[src/rtl/vc_dispatch_ctrl.sv]
// vc_dispatch_ctrl: routes main-FIFO head words to VC0/VC1 with hysteresis pause.
// Define VC_DISPATCH_CNT_EN to enable the saturating dispatch counters cnt0/cnt1.
module vc_dispatch_ctrl #(
    parameter int DATA_SIZE = 6,
    parameter int DEST_BIT  = 5,
    parameter int CNT_W     = 4
) (
    input  logic                 clk,
    input  logic                 reset,
    input  logic                 init,
    input  logic [CNT_W-1:0]     umbral_hi,
    input  logic [CNT_W-1:0]     umbral_lo,
    input  logic                 main_empty,
    input  logic [DATA_SIZE-1:0] main_data,
    output logic                 main_pop,
    input  logic [CNT_W-1:0]     q0_count,
    input  logic [CNT_W-1:0]     q1_count,
    output logic                 push0,
    output logic                 push1,
    output logic [DATA_SIZE-1:0] data_out0,
    output logic [DATA_SIZE-1:0] data_out1,
    output logic [1:0]           state,
    output logic                 cfg_err,
    output logic [7:0]           cnt0,
    output logic [7:0]           cnt1
);

    typedef enum logic [1:0] {
        ST_RESET  = 2'd0,
        ST_INIT   = 2'd1,
        ST_IDLE   = 2'd2,
        ST_ACTIVE = 2'd3
    } state_e;

    state_e               state_q, state_d;
    logic [CNT_W-1:0]     hi_q, hi_d;
    logic [CNT_W-1:0]     lo_q, lo_d;
    logic                 pause0_q, pause0_d;
    logic                 pause1_q, pause1_d;
    logic                 cfg_err_q, cfg_err_d;
    logic                 push0_q, push0_d;
    logic                 push1_q, push1_d;
    logic [DATA_SIZE-1:0] dout0_q, dout0_d;
    logic [DATA_SIZE-1:0] dout1_q, dout1_d;
    logic [CNT_W:0]       eff0, eff1;
    logic                 run, head_cls, head_paused;

    assign run         = (state_q == ST_IDLE) || (state_q == ST_ACTIVE);
    assign head_cls    = main_data[DEST_BIT];
    assign head_paused = head_cls ? pause1_q : pause0_q;
    assign main_pop    = run & ~init & ~main_empty & ~cfg_err_q & ~head_paused;

    // Occupancy includes the push still in flight to the class FIFO.
    assign eff0 = {1'b0, q0_count} + {{CNT_W{1'b0}}, push0_q};
    assign eff1 = {1'b0, q1_count} + {{CNT_W{1'b0}}, push1_q};

    always_comb begin
        state_d   = state_q;
        hi_d      = hi_q;
        lo_d      = lo_q;
        pause0_d  = pause0_q;
        pause1_d  = pause1_q;
        cfg_err_d = cfg_err_q;
        push0_d   = 1'b0;
        push1_d   = 1'b0;
        dout0_d   = dout0_q;
        dout1_d   = dout1_q;
        unique case (state_q)
            ST_RESET: begin
                state_d = ST_INIT;
            end
            ST_INIT: begin
                hi_d      = umbral_hi;
                lo_d      = umbral_lo;
                cfg_err_d = umbral_lo > umbral_hi;
                if (!init) state_d = ST_IDLE;
            end
            ST_IDLE, ST_ACTIVE: begin
                if (eff0 >= {1'b0, hi_q})      pause0_d = 1'b1;
                else if (eff0 <= {1'b0, lo_q}) pause0_d = 1'b0;
                if (eff1 >= {1'b0, hi_q})      pause1_d = 1'b1;
                else if (eff1 <= {1'b0, lo_q}) pause1_d = 1'b0;
                if (init)          state_d = ST_INIT;
                else if (main_pop) state_d = ST_ACTIVE;
                else               state_d = ST_IDLE;
                if (main_pop) begin
                    if (head_cls) begin
                        push1_d = 1'b1;
                        dout1_d = main_data;
                    end else begin
                        push0_d = 1'b1;
                        dout0_d = main_data;
                    end
                end
            end
        endcase
    end

    always_ff @(posedge clk) begin
        if (reset) begin
            state_q   <= ST_RESET;
            hi_q      <= '0;
            lo_q      <= '0;
            pause0_q  <= 1'b0;
            pause1_q  <= 1'b0;
            cfg_err_q <= 1'b0;
            push0_q   <= 1'b0;
            push1_q   <= 1'b0;
            dout0_q   <= '0;
            dout1_q   <= '0;
        end else begin
            state_q   <= state_d;
            hi_q      <= hi_d;
            lo_q      <= lo_d;
            pause0_q  <= pause0_d;
            pause1_q  <= pause1_d;
            cfg_err_q <= cfg_err_d;
            push0_q   <= push0_d;
            push1_q   <= push1_d;
            dout0_q   <= dout0_d;
            dout1_q   <= dout1_d;
        end
    end

    assign push0     = push0_q;
    assign push1     = push1_q;
    assign data_out0 = dout0_q;
    assign data_out1 = dout1_q;
    assign state     = state_q;
    assign cfg_err   = cfg_err_q;

`ifdef VC_DISPATCH_CNT_EN
    logic [7:0] cnt0_q, cnt1_q;
    logic       init_entry;

    assign init_entry = (state_d == ST_INIT) && (state_q != ST_INIT);

    always_ff @(posedge clk) begin
        if (reset || init_entry) begin
            cnt0_q <= '0;
            cnt1_q <= '0;
        end else begin
            if (push0_d && cnt0_q != 8'hFF) cnt0_q <= cnt0_q + 8'd1;
            if (push1_d && cnt1_q != 8'hFF) cnt1_q <= cnt1_q + 8'd1;
        end
    end

    assign cnt0 = cnt0_q;
    assign cnt1 = cnt1_q;
`else
    assign cnt0 = '0;
    assign cnt1 = '0;
`endif

endmodule
[config.mk]
export PLATFORM = sky130hd
export DESIGN_NAME = vc_dispatch_ctrl
export DESIGN_NICKNAME = d
export VERILOG_FILES = /design/src/rtl/vc_dispatch_ctrl.sv
export SDC_FILE = /design/constraint.sdc
export NUM_CORES = 1
export LEC_CHECK = 0
export ABC_AREA = 1
export ABC_CLOCK_PERIOD_IN_PS = 4800
export BUFFER_PORTS_ARGS = -buffer_cell sky130_fd_sc_hd__buf_2
export CORE_MARGIN = 1.5
export CORE_UTILIZATION = 54
export CTS_BUF_LIST = sky130_fd_sc_hd__clkbuf_16
export DETAILED_ROUTE_END_ITERATION = 12
export HOLD_SLACK_MARGIN = 0.06
export PLACE_DENSITY = 0.89
export SLEW_MARGIN = 0
export SYNTH_ARGS = -nofsm -noshare
export SYNTH_HDL_FRONTEND = slang
export SYNTH_SLANG_ARGS = --single-unit
[constraint.sdc]
create_clock -name clk -period 4.8 [get_ports clk]
set_input_delay 0.96 -clock clk [delete_from_list [all_inputs] [get_ports clk]]
set_output_delay 0.96 -clock clk [all_outputs]
set_load 0.01 [all_outputs]
Yosys cells after proc, flatten, opt, wreduce, memory -nomap -nowiden
Index checks and enable logic that the tools add are counted.
- register bits after elaboration: 26
- latch bits: 0
- bits in writable memories: 0
- ROM bits: 0
- input port bits: 26
- logic and storage cells: 53
- memories: 0
- add/sub/neg operators: 2
- multipliers: 0
- divide/modulo/power cells: 0
- magnitude comparators: 5
- equality and inequality tests: 4
- shift-type cells: 0
- multiplexer cells: 11
- bitwise logic cells: 11
- reduce and logical (&&, ||, !) cells: 10
- operator list (operator ; number):
    adder 4 x 1 -> 5 bit ; 2
    >= comparator 5 x 4 -> 1 bit ; 2
    <= comparator 5 x 4 -> 1 bit ; 2
    two-way mux 1 bit ; 8
    inverter 1 bit ; 7
    case mux 2 bit (3 select lines) ; 1
    AND reduction 3 bit ; 2
    bitwise AND 1 bit ; 4
    == test 2 bit (second input constant) ; 2
    > comparator 4 bit ; 1
    two-way mux 2 bit ; 2
    AND reduction 2 bit ; 2
    nonzero test 2 bit ; 2
    OR reduction 3 bit ; 1
    == test 2 x 1 -> 1 bit (second input constant) ; 1
    zero test 2 bit ; 1
    != test 2 bit (second input constant) ; 1
    OR reduction 2 bit ; 1
    logical OR 1 bit ; 1

Longest topological paths before layout
- depth after elaboration: 9
- depth in mapped cells: 12
- mapped depth without buffers: 12

Least setup slack after synthesis
No wires, ideal clock.
- path type: in2out
- start: in init
- end: out main_pop
- data arrival time: 1.449 ns
- data required time: 3.840 ns
- path slack: 2.391 ns
- cell stages on the path: 5
- path buffers: 0
- cells stage by stage: inv_1 -> nand2_1 -> nor3_2 -> nand3_2 -> inv_1
- longest elaborated chain between the ends: 5
- ends and longest elaborated chain (element ; line ; text):
    start, declared ; 10 ; input logic init,
    inverter 1 bit ; 51 ; assign main_pop = run & ~init & ~main_empty & ~cfg_err_q & ~head_paused;
    bitwise AND 1 bit (4 in series) ; 51 ;
    end, declared ; 15 ; output logic main_pop,
Every way passes these cells.

Worst setup path in the final report
Same ends and word-level chain as after synthesis.

==> reports/results.txt <==
Synth area leaders: dfxtp_1, ha_1, inv_1
outcome: finished, final reports clean
fin crit share: 55.2%
met2 routed WL: 1600 um
clock tree buffer depth: 2
antenna violations before repair: 0
Critical Path Start Type: input port
WL met1: 1500 um
CTS HTree Levels: 1
clock transition at the registers of the reported paths: 0.06 ns
vias in the first global route: 1376
ANT cells: 0
Sw Ratio: 27.1%
endpoints failing hold: 0
maximum fanout along the worst path: 3
area grow syn2layout: 15.0%
Row Count: 20
antenna-violating nets left: 0
Comb pwr share: 20.9%
Post-synth top flop: dfxtp_1
DR top layer: met4
DP Wirelength: 2730 um
number of synthesized flops with an enable pin: 0
setup bufs post-CTS: 0
placed insts: 324
Vias/cell: 4.78
count leader, synth: inv_1
Port Buffer Count: 42
Post-Syn Area per Cell: 7.13 sq um
Sw Pwr: 0.141 mW
met3 wire len: 219 um
Synth Instances: 242
count of final setup violators: 0
Synth cell types: 21
GRT Overall Usage: 20.8%
share of cells above drive strength 1: 18.0%
internal power: 0.379 mW
Yosys top cell by area: dfxtp_1
Clock Latency Late Sink: 0.26 ns
RSZ-0062 raised after global routing: no
first-pass GRT wire length: 5770 um
Hold WS: 0.476 ns
Max VDD drop: 216 uV
Core Util, Final: 65.0%
setup TNS: 0 ns
DRT Pass-1 Iters: 4
CTS Hold Buffers Added: 0
Post-synth ARST share: 0%
CTS resizes: 0
pre-CTS WS: 2.15 ns
crit path time final: 2.65 ns
Worst Path Required: 3.84 ns
crit end category: output port
Post-Layout Cell Count: 327
Leak: 1.11 nW
Die H: 59.5 um
DR WL/cell: 10.3 um
Warnings, synthesis: 0
Setup Skew: 0.00390 ns
Worst Slack Setup Final: 2.15 ns
Reg power frac: 44.8%
via count: 1562
Die Span X: 59.5 um
Synth Register Bits: 26
die area: 3550 sq um
top cells by count, synth: inv_1, nor2_1, nand2_1, dfxtp_1, ha_1
DRC: 0
sequential area share after synthesis: 30.1%
Synth top area share: 30.1%
Crit Path Category: in -> out
clock sink count: 26
GP Congestion: 0.766
Pwr per Cell Area: 262 nW/um^2
Final Net Count: 335
CTS Buf Count: 3
Clock power frac: 34.3%
grt ovf: 0
fmax: 0.377 GHz
Worst-Margin Slew: 0.610 ns
Max Cap Viol: 0
mapped cell area: 1730 sq um
Fill cells: 301
pin count of the biggest net entering global routing: 20
core area: 3050 sq um
CTS tree: yes
Tightest Hold Check Type: reg -> reg
WL final: 3370 um
I/O Pins: 60
Root Driver: clkbuf_16
pins over their slew limit: 0
Slew HR: 59.2%
CP arrival: 1.69 ns
Initial Util: 56.6%
Initial DRC Count: 49
[flip-flops by register name, summed over array words and instances, names as in the netlist, 2 cells and up]
signal	count
data_out1	6
data_out0	5
state	2
lo_q	4
hi_q	4
[final timing paths]
path | startpoint | endpoint | slack (ns) | cells after the start
worst max-delay path | init | main_pop | 2.15 | 7
worst min-delay path | pause1_q$_SDFFE_PP0P_ | pause1_q$_SDFFE_PP0P_ | 0.48 | 2
worst max register to register | push0$_SDFF_PP0_ | pause0_q$_SDFFE_PP0P_ | 2.93 | 12
worst min register to register | pause1_q$_SDFFE_PP0P_ | pause1_q$_SDFFE_PP0P_ | 0.48 | 2
[placed cells by master (no fill, tap or decap)]
cell type,instances
a21oi_1,11
buf_2,42
clkbuf_16,3
conb_1,17
dfxtp_1,26
ha_1,24
inv_1,38
inv_2,2
nand2_1,36
nand3_1,13
nand3_2,1
nand4_1,5
nor2_1,37
nor2_4,2
nor3_2,1
o211ai_1,1
o21ai_0,19
o21ai_1,1
xnor2_1,1
xor2_1,3
[layout make-up]
class,count,area [sq um],share of cell area [%]
Inverter,40,150,7.56
Tap cell,44,55.1,2.77
Sequential cell,26,520,26.2
Multi-Input combinational cell,172,975,49.1
Clock buffer,3,75.1,3.78
Timing Repair Buffer,42,210,10.6
[power groups by stage]
stage,logic (mW),registers (mW),clock network [mW]
after floorplan,0.0862,0.237,0
after global placement,0.105,0.237,0
after detailed placement,0.108,0.237,0
after CTS,0.109,0.233,0.181
after global routing,0.128,0.234,0.188
final,0.108,0.233,0.178
[logic make-up (layout without fill, tap and decap cells)]
family	count (synthesis)	in the layout	share of synthesized area (%)
AOI/OAI and AO/OA	32	32	9.42
adders and majority gates	24	24	17.4
xor gates and xnor gates	4	4	2.03
and+or+nand+nor	95	95	23.9
buffers and inverters	60	85	16.9
other	1	17	0.217
DFF	26	26	30.1
[critical path, cell delays in order]
cell and delay [ns]:
buf_2 0.09, inv_1 0.05, nand2_1 0.05, nor3_2 0.14, nand3_2 0.16, inv_1 0.10, buf_2 0.13
[metrics by stage]
step,power (mW),cell area (sq um)
CTS,0.522,1990
floorplan,0.323,1790
global route,0.549,1990
global placement,0.341,1910
finish,0.520,1990
detailed placement,0.345,1910
[metal layers]
| metal | global-route usage, % | vias to the layer above |
|---|---|---|
| met2 | 35.6 | 49 |
| met3 | 3.28 | 6 |
| met1 | 26.6 | 690 |
| li1 | - | 817 |
| met5 | 0 | - |
| met4 | 6.67 | 0 |
Note: power is estimated with default switching activity, not from simulation.
